[src/rtl/mem_arb_pkg.sv]
// Shared types for the instruction/data memory arbiter.
package mem_arb_pkg;

   // Which requester owns the read response returning next cycle.
   typedef enum logic [1:0] {
      OWN_NONE = 2'd0,
      OWN_IF   = 2'd1,
      OWN_D    = 2'd2
   } owner_e;

   // Width of the fetch starvation age counter.
   typedef logic [3:0] age_t;

endpackage : mem_arb_pkg

[src/rtl/mem_arb_age_ctr.sv]
// Fetch starvation age counter. Clears whenever fetch is granted.
// Counts data wins under contention and saturates at STARVE_MAX.
module mem_arb_age_ctr
   import mem_arb_pkg::*;
#(
   parameter int STARVE_MAX = 4
) (
   input  logic clk,
   input  logic rst,
   input  logic inc_i,
   input  logic clr_i,
   output logic at_max_o
);

   localparam age_t AGE_MAX = age_t'(STARVE_MAX);

   age_t age_q;
   age_t age_d;

   // Next age: clear has priority over increment, and the count never passes AGE_MAX.
   always_comb begin
      age_d = age_q;
      if (clr_i) begin
         age_d = '0;
      end else if (inc_i && (age_q != AGE_MAX)) begin
         age_d = age_q + age_t'(1);
      end
   end

   // Age register, cleared by the asynchronous active-low reset.
   always_ff @(posedge clk or negedge rst) begin
      if (!rst) begin
         age_q <= '0;
      end else begin
         age_q <= age_d;
      end
   end

   assign at_max_o = (age_q == AGE_MAX);

endmodule : mem_arb_age_ctr

[src/rtl/mem_arbiter.sv]
// Arbitrates one single-port memory between instruction fetch and the
// load/store path. Data has priority, except that fetch is forced to win
// once it has lost STARVE_MAX contended cycles in a row. Read data returns
// one cycle after the grant and is steered by the registered owner.
module mem_arbiter
   import mem_arb_pkg::*;
#(
   parameter int AWIDTH     = 32,
   parameter int DWIDTH     = 32,
   parameter int STARVE_MAX = 4
) (
   input  logic              clk,
   input  logic              rst,
   input  logic              if_req_i,
   input  logic [AWIDTH-1:0] if_addr_i,
   output logic              if_gnt_o,
   output logic              if_rvalid_o,
   output logic [DWIDTH-1:0] if_rdata_o,
   input  logic              d_req_i,
   input  logic              d_we_i,
   input  logic [AWIDTH-1:0] d_addr_i,
   input  logic [DWIDTH-1:0] d_wdata_i,
   output logic              d_gnt_o,
   output logic              d_rvalid_o,
   output logic [DWIDTH-1:0] d_rdata_o,
   output logic [AWIDTH-1:0] mem_addr_o,
   output logic [DWIDTH-1:0] mem_data_o,
   output logic              mem_read_en_o,
   output logic              mem_write_en_o,
   input  logic [DWIDTH-1:0] mem_data_i
);

   owner_e owner_q;
   owner_e owner_d;
   logic   age_at_max;
   logic   age_inc;
   logic   age_clr;

   // Grants, memory drive and next response owner. Nothing is granted while
   // reset is held, so a read in that cycle can never produce an rvalid.
   always_comb begin
      if_gnt_o       = 1'b0;
      d_gnt_o        = 1'b0;
      mem_addr_o     = '0;
      mem_read_en_o  = 1'b0;
      mem_write_en_o = 1'b0;
      owner_d        = OWN_NONE;
      age_inc        = 1'b0;
      age_clr        = 1'b0;

      if (rst) begin
         if (if_req_i && (!d_req_i || age_at_max)) begin
            if_gnt_o = 1'b1;
         end else if (d_req_i) begin
            d_gnt_o = 1'b1;
         end
         age_inc = if_req_i && d_gnt_o;
         age_clr = if_gnt_o;
      end

      if (if_gnt_o) begin
         mem_addr_o    = if_addr_i;
         mem_read_en_o = 1'b1;
         owner_d       = OWN_IF;
      end else if (d_gnt_o) begin
         mem_addr_o     = d_addr_i;
         mem_read_en_o  = !d_we_i;
         mem_write_en_o = d_we_i;
         owner_d        = d_we_i ? OWN_NONE : OWN_D;
      end
   end

   // Response owner register. Reset drops any read that is in flight.
   always_ff @(posedge clk or negedge rst) begin
      if (!rst) begin
         owner_q <= OWN_NONE;
      end else begin
         owner_q <= owner_d;
      end
   end

   mem_arb_age_ctr #(
      .STARVE_MAX (STARVE_MAX)
   ) u_age_ctr (
      .clk      (clk),
      .rst      (rst),
      .inc_i    (age_inc),
      .clr_i    (age_clr),
      .at_max_o (age_at_max)
   );

   assign mem_data_o  = d_wdata_i;
   assign if_rvalid_o = (owner_q == OWN_IF);
   assign d_rvalid_o  = (owner_q == OWN_D);
   assign if_rdata_o  = mem_data_i;
   assign d_rdata_o   = mem_data_i;

endmodule : mem_arbiter

[config.mk]
export PLATFORM = sky130hd
export DESIGN_NAME = mem_arbiter
export DESIGN_NICKNAME = d
export VERILOG_FILES = /design/src/rtl/mem_arb_pkg.sv /design/src/rtl/mem_arb_age_ctr.sv /design/src/rtl/mem_arbiter.sv
export SDC_FILE = /design/constraint.sdc
export NUM_CORES = 1
export LEC_CHECK = 0
export ABC_AREA = 1
export BUFFER_PORTS_ARGS = -buffer_cell sky130_fd_sc_hd__buf_2
export CORE_AREA = 2 2 104 106
export CTS_CLUSTER_SIZE = 28
export DETAILED_ROUTE_END_ITERATION = 8
export DIE_AREA = 0 0 106 108
export PLACE_DENSITY_LB_ADDON = 0.2
export SKIP_CTS_REPAIR_TIMING = 1
export SLEW_MARGIN = 0
export SYNTH_ARGS = -nofsm -noshare
export SYNTH_HDL_FRONTEND = slang
export SYNTH_SLANG_ARGS = --single-unit
export TNS_END_PERCENT = 30
[constraint.sdc]
create_clock -name clk -period 4.5 [get_ports clk]
set_clock_uncertainty 0.2 [all_clocks]
set_input_delay 0.45 -clock clk [delete_from_list [all_inputs] [get_ports clk]]
set_output_delay 0.45 -clock clk [all_outputs]
set_load 0.01 [all_outputs]
==> summary.md, run 1 <==
| Metric | Value |
|---|---|
| Outcome | `finished clean` |
| Synth Area in Adders | `1.580%` |
| Gr ovfl total | `0` |
| Unique masters post-synth | `16` |
| Final setup viols | `0` |
| CP arrival | `2.75 ns` |
| Synth Warn # | `0` |
| Fillers | `1215` |
| Post-Synth XOR/XNOR Area | `0%` |
| Core area | `10230 sq um` |
| Die X-Extent | `106 microns` |
| Largest net degree at the start of global routing | `37` |
| Routed wire length | `4204 microns` |
| Period utilization | `75.50%` |
| Seq. cell area | `150.1 sq um` |
| Critical Path Start Type | `input pin` |
| Initial Util | `15.48%` |
| Lkg Pwr | `0.9970 nW` |
| H-tree Lvls | `1` |
| Root Driver | `clkbuf_8` |
| DPL Wire Length | `3201 microns` |
| Post-synthesis compound-gate area fraction | `0%` |
| Via count | `1476` |
| Vias per cell | `3.681` |
| Slowest cell on crit path | `clkinv_1` |
| Mux share of post-synthesis cell area | `0%` |
| Actual slew at the worst max-slew pin | `1.077 ns` |
| Multi-input logic area | `596.8 sq um` |
| Port buffer count | `106` |
| Crit path largest cell delay | `0.83 ns` |
| Critical path fanouts, max | `34` |
| Post-Syn Instances | `260` |
| Hold Vio Cnt, Final | `0` |
| GP Congestion | `0.6480` |
| Largest family of logic cells by synthesized area | `buffers and inverters` |
| Skew-Pair Late Insertion Delay | `0.22 ns` |
| Cell Chain, Critical Path | `dlygate4sd3_1 -> buf_2 -> nand2_1 -> clkinv_1 -> nand3_1 -> nand2_1 -> buf_2` |
| Fraction of layout cells with a size suffix above 1 | `43.40%` |
| Max-cap violation count | `0` |
| Mean Syn Cell Area | `6.092 sq um` |
| CTS tree | `done` |
| Post-synthesis simple-gate area fraction | `36.10%` |
| Final Net Count | `402` |
| Post-Syn Nets | `395` |
| First-pass iteration count of the detailed router | `4` |
| Count of pins over their slew limit | `0` |
| CTS Buf Count | `3` |
| First-pass GRT wire length | `6141 microns` |
| Gr usage total | `6.669%` |
| Final ANT Viol Nets | `0` |
| Clock sink total | `6` |
| PwrDens | `181.3 nW/um^2` |
| Post-layout util | `15.19%` |
| Wirelength per Cell | `10.48 microns` |
| RSZ-0062 raised after global routing | `false` |
| Clk buf depth | `2` |
| DIE AREA | `11450 sq um` |
| Area Overhead vs Synth | `-1.896%` |
| Post-synthesis sequential area ratio | `9.479%` |
| Worst hold-check path type | `in2reg` |
| N_diodes | `0` |
| Worst Setup End Kind | `output port` |
| Relative slew slack | `27.78%` |
| 1st-iter DRT viols | `50` |
| Vias in the first global route | `1285` |
| Die Y | `108 microns` |
| Clk slew on worst S/H paths | `0.03 ns` |
| Setup_tns | `0 ns` |
| Worst vdd ir | `0.06646 mV` |
| Yosys reg bits | `6` |
| Cell area after synthesis | `1584 sq um` |
| Tmin final | `3.398 ns` |
| Crit Path Class | `in2out` |
| Std-Cell Rows | `37` |
| Initial antenna violation count | `0` |
| Number of I/O pins | `267` |
| Max Clk Rate | `294.3 MHz` |
| Worst endpoint required time | `3.85 ns` |
| DRC errors left | `0` |
[layout by cell type (no fill, tap or decap), drive strengths merged]
cell type and n:
clkinv 1, dfrtp 6, buf 106, nand2 83
clkbuf 3, dlygate4sd3 1, nand3 40, nor2 10
inv 13, ha 2
[sequential cells by signal (all words and copies together), names as in the netlist]
name / cells
owner_q: 2
u_age_ctr.age_q: 4
[cells by family (layout without fill, tap and decap cells)]
kind of cell               count (synthesis)  after routing
DFF                                        6              6
adders and majority gates                  2              2
and+or+nand+nor                          133            133
buffers and inverters                    119            124
[worst paths after layout]
path | start | end | slack (ns) | cells after the start
min | d_we_i | owner_q[1] | 0.32 | 4
min in group asynchronous | rst | u_age_ctr.age_q[1] | 0.42 | 2
max in group asynchronous | rst | u_age_ctr.age_q[3] | 3.50 | 2
max | rst | mem_read_en_o | 1.10 | 7
max reg2reg | u_age_ctr.age_q[0] | owner_q[1] | 2.55 | 7
min reg2reg | u_age_ctr.age_q[0] | u_age_ctr.age_q[0] | 0.38 | 3
[layer usage]
metal,part of all wire (%),up-vias,GRT usage (%),routed length [microns]
met2,44,99,10.74,1842
met3,11,46,2.110,454
met1,38,614,7.078,1596
met5,0,-,0,0
met4,7.4,0,5.827,311
li1,-,717,-,-
[worst max-delay path, delay by kind of cell]
family                 cells  cell delay, ns
buffers and inverters      4            1.71
AND/OR/NAND/NOR            3            0.58
[power breakdown]
group / internal [mW] / total (mW) / switching [mW]
Clock: 0.0573 / 0.0788 / 0.0215
Sequential: 0.0613 / 0.0692 / 0.00786
Combinational: 0.0579 / 0.134 / 0.0758
Total: 0.177 / 0.282 / 0.105
[stage by stage]
stage,hold slack [ns],std cells,area [sq um],power (mW),worst slack (ns)
floorplan,-0.04559,260,1584,0.2303,2.553
global placement,0.1151,397,1503,0.2059,1.657
detailed placement,0.1146,397,1503,0.2055,1.611
CTS,-0.1178,400,1544,0.2862,1.606
global route,0.3510,401,1554,0.3098,0.8492
finish,0.3208,401,1554,0.2818,1.102
[synth_stat cells, drive strengths merged]
master | n | area share (%)
buf | 103 | 49
nand2 | 83 | 20
nand3 | 40 | 14
inv | 13 | 3.2
nor2 | 10 | 2.4
dfrtp | 6 | 9.5
clkbuf | 2 | 0.47
ha | 2 | 1.6
clkinv | 1 | 0.24
[layout make-up]
class,instances,share of cell area (%)
Tap cell,136,10.95
Timing Repair Buffer,107,34.78
Sequential cell,6,9.662
Clock buffer,3,2.657
Multi-Input combinational cell,135,38.41
Inverter,14,3.543
No activity file was read; power rests on OpenSTA's default activity.
==> run 2: changes to the inputs <==
--- a/config.mk
+++ b/config.mk
@@ -7,10 +7,10 @@
 export LEC_CHECK = 0
 export ABC_AREA = 1
 export BUFFER_PORTS_ARGS = -buffer_cell sky130_fd_sc_hd__buf_2
-export CORE_AREA = 2 2 104 106
+export CORE_AREA = 2 2 105 107
 export CTS_CLUSTER_SIZE = 28
 export DETAILED_ROUTE_END_ITERATION = 8
-export DIE_AREA = 0 0 106 108
+export DIE_AREA = 0 0 107 109
 export PLACE_DENSITY_LB_ADDON = 0.2
 export SKIP_CTS_REPAIR_TIMING = 1
 export SLEW_MARGIN = 0
==> constraint.sdc (replaced) <==
create_clock -name clk -period 3.4 [get_ports clk]
set_clock_uncertainty 0.2 [all_clocks]
set_input_delay 0.34 -clock clk [delete_from_list [all_inputs] [get_ports clk]]
set_output_delay 0.34 -clock clk [all_outputs]
set_load 0.01 [all_outputs]
==> summary.md, run 2 (synthesis gave the netlist of run 1 again) <==
| Metric | Value |
|---|---|
| Outcome | `finished clean` |
| Via count | `1421 (-3.7%)` |
| Clk slew on worst S/H paths | `0.04 ns (about the same)` |
| Combinational power share | `47.7% (+0.2 points)` |
| First-pass iteration count of the detailed router | `4 (unchanged)` |
| Max Clk Rate | `380.7 MHz` |
| Sw Pwr | `0.1422 mW (+35%)` |
| Worst endpoint required time | `2.86 ns (-0.99 ns)` |
| Root Driver | `clkbuf_8` |
| Relative slew slack | `27.89% (+0.11 points)` |
| Actual slew at the worst max-slew pin | `1.075 ns (-0.001681 ns)` |
| DIE AREA | `11660 sq um (+1.9%)` |
| Worst Setup End Kind | `output port` |
| Fraction of layout cells with a size suffix above 1 | `43.40% (unchanged)` |
| Period utilization | `77.25%` |
| Vias in the first global route | `1281 (-0.31%)` |
| Crit Path Class | `reg2out` |
| PwrDens | `241.3 nW/um^2 (+33%)` |
| Gr usage total | `6.683% (+0.013 points)` |
| Die Y | `109 microns (+0.93%)` |
| Number of flip-flops in the largest register | `4 (unchanged)` |
| Biggest regs | `u_age_ctr.age_q (4), owner_q (2)` |
| Final setup viols | `0 (unchanged)` |
| H-tree Lvls | `1 (unchanged)` |
| Hold Vio Cnt, Final | `0 (unchanged)` |
| 1st-iter DRT viols | `55 (+10%)` |
| Critical Path Start Type | `register` |
| Final hold slack | `0.2100 ns (-0.1109 ns)` |
| Area Overhead vs Synth | `-1.579%` |
| Sw Ratio | `37.81% (+0.47 points)` |
| Count of pins over their slew limit | `0 (unchanged)` |
| Vias per cell | `3.509 (-4.7%)` |
| Internal Dissipation | `0.2339 mW (+32%)` |
| Final ANT Viol Nets | `0 (unchanged)` |
| Initial Util | `14.94% (-0.54 points)` |
| Final Net Count | `402 (unchanged)` |
| Initial antenna violation count | `0 (unchanged)` |
| Hold-critical path depth | `4 (unchanged)` |
| DRC errors left | `0 (unchanged)` |
| CTS tree | `done` |
| Reg2reg setup slack | `1.39 ns (-1.16 ns)` |
| Skew-Pair Late Insertion Delay | `0.22 ns (about the same)` |
| Std-Cell Rows | `38 (+2.7%)` |
| Die X-Extent | `107 microns (+0.94%)` |
| Reg2reg path depth | `7 (unchanged)` |
| Gr ovfl total | `0 (unchanged)` |
| Clock sink total | `6 (unchanged)` |
| Finished Cell Area | `1559 sq um (+0.32%)` |
| Setup_tns | `0 ns (unchanged)` |
| Clk pwr share | `27.8% (-0.2 points)` |
| Largest net degree at the start of global routing | `37 (unchanged)` |
| Core area | `10600 sq um (+3.6%)` |
| Routed wire length | `4283 microns (+1.9%)` |
| GP Congestion | `0.7168 (+11%)` |
| DPL Wire Length | `3176 microns (-0.77%)` |
| Critical path fanouts, max | `34 (unchanged)` |
| Lkg Pwr | `0.9970 nW (unchanged)` |
| Tmin final | `2.627 ns` |
| RSZ-0062 raised after global routing | `false` |
| Seq pwr share | `24.5% (about the same)` |
| Max-cap violation count | `0 (unchanged)` |
| Number of I/O pins | `267 (unchanged)` |
| Largest Register | `u_age_ctr.age_q` |
| Worst hold-check path type | `in2reg` |
| Clk buf depth | `2 (unchanged)` |
| Worst vdd ir | `0.1381 mV (+110%)` |
| Most frequent cells in the layout | `106 x buf_2, 81 x nand2_1, 38 x nand3_1, 11 x inv_1, 10 x nor2_1` |
| First-pass GRT wire length | `6258 microns (+1.9%)` |
| Post-layout util | `14.70% (-0.49 points)` |
| Leading cell type in the layout, fill and taps excluded | `buf_2` |
| Area after DPL | `1508 sq um (+0.33%)` |
| CP arrival | `2.09 ns (-0.66 ns)` |
| Wirelength per Cell | `10.58 microns (+0.87%)` |
| CTS Buf Count | `3 (unchanged)` |
| Port buffer count | `106 (unchanged)` |
| N_diodes | `0 (unchanged)` |
run 2: metrics by stage:
step	worst slack, ns	std cells	power, mW
floorplan	1.563	260	0.3048
global placement	0.7213	401	0.2741
detailed placement	0.7057	401	0.2743
CTS	0.7070	404	0.3828
global route	0.5000	405	0.4112
finish	0.7734	405	0.3761
run 2: path summary, 6_finish.rpt:
check,from,to
max in group asynchronous,rst,owner_q[1]
hold reg to reg,u_age_ctr.age_q[3],u_age_ctr.age_q[3]
min in group asynchronous,rst,u_age_ctr.age_q[0]
setup / recovery,u_age_ctr.age_q[0],mem_read_en_o
setup reg to reg,u_age_ctr.age_q[0],owner_q[1]
hold / removal,d_we_i,owner_q[1]
run 2: power by group through the flow:
stage	logic [mW]	registers, mW	clock network [mW]
global route	0.206	0.0940	0.111
finish	0.179	0.0920	0.105
global placement	0.181	0.0928	0
floorplan	0.216	0.0890	0
detailed placement	0.182	0.0924	0
CTS	0.183	0.0918	0.109
run 2: critical path: stages, from the launching register on:
cell     delay [ns]
dfrtp_1        0.40
inv_1          0.08
ha_1           0.22
nand3_2        0.13
nand2_2        0.09
nand2_2        0.54
nand3_1        0.18
nand2_1        0.10
buf_2          0.12
run 2: layer usage:
metal	track usage [%]	vias up	wire length (microns)
met5	0	-	0
met4	5.009	0	229
met3	1.793	36	368
met2	11.19	75	2081
met1	7.245	593	1604
li1	-	717	-
run 2: final cells by class:
class                      count  area (sq um)
inverter                      14         55.05
tap                          140         175.2
fill                        1276          9044
clock buffer                   3         41.29
sequential                     6         150.1
timing repair buffer         107         540.5
multi-input combinational    135         596.8
==> run 3: changes to the inputs <==
--- a/config.mk
+++ b/config.mk
@@ -7,10 +7,10 @@
 export LEC_CHECK = 0
 export ABC_AREA = 1
 export BUFFER_PORTS_ARGS = -buffer_cell sky130_fd_sc_hd__buf_2
-export CORE_AREA = 2 2 105 107
+export CORE_AREA = 2 2 102 104
 export CTS_CLUSTER_SIZE = 28
 export DETAILED_ROUTE_END_ITERATION = 8
-export DIE_AREA = 0 0 107 109
+export DIE_AREA = 0 0 104 106
 export PLACE_DENSITY_LB_ADDON = 0.2
 export SKIP_CTS_REPAIR_TIMING = 1
 export SLEW_MARGIN = 0
==> constraint.sdc (replaced) <==
create_clock -name clk -period 2.2 [get_ports clk]
set_clock_uncertainty 0.2 [all_clocks]
set_input_delay 0.22 -clock clk [delete_from_list [all_inputs] [get_ports clk]]
set_output_delay 0.22 -clock clk [all_outputs]
set_load 0.01 [all_outputs]
==> summary.md, run 3 (synthesis gave the netlist of run 1 again) <==
| Metric | Value |
|---|---|
| Final Net Count | `412 (+2.5%)` |
| Finished Cell Area | `1710 sq um (+9.7%)` |
| Die Y | `106 microns (-2.8%)` |
| Post-layout util | `17.10% (+2.4 points)` |
| Hold Vio Cnt, Final | `0 (unchanged)` |
| Leading cell type in the layout, fill and taps excluded | `buf_2` |
| Worst hold-check path type | `in2reg` |
| CTS Buf Count | `3 (unchanged)` |
| First-pass iteration count of the detailed router | `4 (unchanged)` |
| Critical Path Start Type | `register` |
| Max Clk Rate | `480.0 MHz` |
| Area after DPL | `1560 sq um (+3.5%)` |
| Fraction of layout cells with a size suffix above 1 | `46.18% (+2.8 points)` |
| Gr ovfl total | `0 (unchanged)` |
| Port buffer count | `106 (unchanged)` |
| CTS tree | `done` |
| Number of flip-flops in the largest register | `4 (unchanged)` |
| Clk slew on worst S/H paths | `0.04 ns (about the same)` |
| Number of I/O pins | `267 (unchanged)` |
| Vias per cell | `3.681 (+4.9%)` |
| Largest Register | `u_age_ctr.age_q` |
| Worst vdd ir | `0.1418 mV (+2.7%)` |
| DRC errors left | `0 (unchanged)` |
| Final setup viols | `0 (unchanged)` |
| Crit path largest cell delay | `0.40 ns (-0.14 ns)` |
| Period utilization | `94.69%` |
| Fillers | `1194 (-6.4%)` |
| Clock sink total | `6 (unchanged)` |
| Critical Path Start | `u_age_ctr.age_q[1]` |
| Lkg Pwr | `1.064 nW (+6.7%)` |
| Final worst-path setup slack | `0.1168 ns (-0.6567 ns)` |
| Initial antenna violation count | `0 (unchanged)` |
| Initial Util | `15.84% (+0.90 points)` |
| Clk buf depth | `2 (unchanged)` |
| Power Total | `0.6434 mW (+71%)` |
| Routed wire length | `4848 microns (+13%)` |
| Gr usage total | `7.587% (+0.90 points)` |
| Area Overhead vs Synth | `7.978%` |
| Cell Chain, Critical Path | `inv_1 -> ha_4 -> nand3_4 -> nand2_4 -> nand3_4 -> clkinv_8 -> buf_12 -> nand2_1 -> nand2_1 -> buf_2` |
| Setup_tns | `0 ns (unchanged)` |
| DPL Wire Length | `3764 microns (+19%)` |
| Std-Cell Rows | `37 (-2.6%)` |
| GP Congestion | `0.7584 (+5.8%)` |
| First-pass GRT wire length | `6803 microns (+8.7%)` |
| Biggest regs | `u_age_ctr.age_q (4), owner_q (2)` |
| Crit Path Class | `reg2out` |
| Worst endpoint required time | `1.78 ns (-1.08 ns)` |
| Placement Setup Slack | `0.1419 ns (-0.5638 ns)` |
| Root Driver | `clkbuf_8` |
| H-tree Lvls | `1 (unchanged)` |
| Largest net degree at the start of global routing | `22 (-41%)` |
| 1st-iter DRT viols | `57 (+3.6%)` |
| Final hold slack | `0.09390 ns (-0.1161 ns)` |
| Worst Setup End Kind | `output port` |
| Core area | `10000 sq um (-5.7%)` |
| N_diodes | `0 (unchanged)` |
| Worst hold path startpoint | `d_we_i` |
| Max-cap violation count | `0 (unchanged)` |
| Most frequent cells in the layout | `106 x buf_2, 81 x nand2_1, 38 x nand3_1, 10 x inv_1, 10 x nor2_1` |
| RSZ-0062 raised after global routing | `false` |
| CP arrival | `1.66 ns (-0.43 ns)` |
| Reg-to-Reg Start | `u_age_ctr.age_q[1]` |
| Die X-Extent | `104 microns (-2.8%)` |
| DIE AREA | `11020 sq um (-5.5%)` |
| Layout Cells excl Fill | `411 (+1.5%)` |
| Worst path bufs/invs | `4 (+2)` |
| Reg2reg setup slack | `0.64 ns (-0.75 ns)` |
| Wirelength per Cell | `11.80 microns (+12%)` |
| Critical path's top delay family | `buffers and inverters` |
| Vias in the first global route | `1411 (+10%)` |
| Critical path fanouts, max | `14 (-59%)` |
| Outcome | `finished clean` |
| Slowest cell on crit path | `dfrtp_1` |
| Actual slew at the worst max-slew pin | `0.2759 ns (-0.7990 ns)` |
| DP Cell Count | `403 (+0.50%)` |
| PwrDens | `376.2 nW/um^2 (+56%)` |
| Final ANT Viol Nets | `0 (unchanged)` |
| Relative slew slack | `81.54% (+54 points)` |
| Skew-Pair Late Insertion Delay | `0.22 ns (about the same)` |
| Via count | `1513 (+6.5%)` |
| Tmin final | `2.083 ns` |
| Count of pins over their slew limit | `0 (unchanged)` |
==> run 3: worst paths after layout <==
check / endpoint / depth (start not counted)
worst max-delay path: mem_addr_o[0] / 10
worst max register to register: u_age_ctr.age_q[0] / 8
min in group asynchronous: owner_q[1] / 2
worst min register to register: u_age_ctr.age_q[0] / 3
worst min-delay path: owner_q[1] / 4
max in group asynchronous: u_age_ctr.age_q[1] / 3
==> run 3: report_power, final <==
part           internal, mW  total (mW)  switching [mW]
sequential            0.125       0.142          0.0164
combinational         0.156       0.334           0.178
clock                 0.118       0.167          0.0496
==> run 3: layer usage <==
metal,global-route usage (%),vias to the layer above,share of wire [%]
met1,8.610,651,38
met3,2.207,34,10
li1,-,734,-
met4,6.274,0,5.6
met5,0,-,0
met2,11.80,94,46
==> run 3: worst min-delay path, stage by stage <==
cell     delay, ns
buf_2         0.07
inv_1         0.04
nand3_1       0.10
inv_1         0.04
==> run 3: area by class of cell <==
class	instances	area, sq um	area share (%)
repair buffers	117	661.9	38.70
multi-input cells	135	621.8	36.36
well taps	136	170.2	9.949
flip-flops and latches	6	150.1	8.778
inverters	14	65.06	3.804
clock buffers	3	41.29	2.414
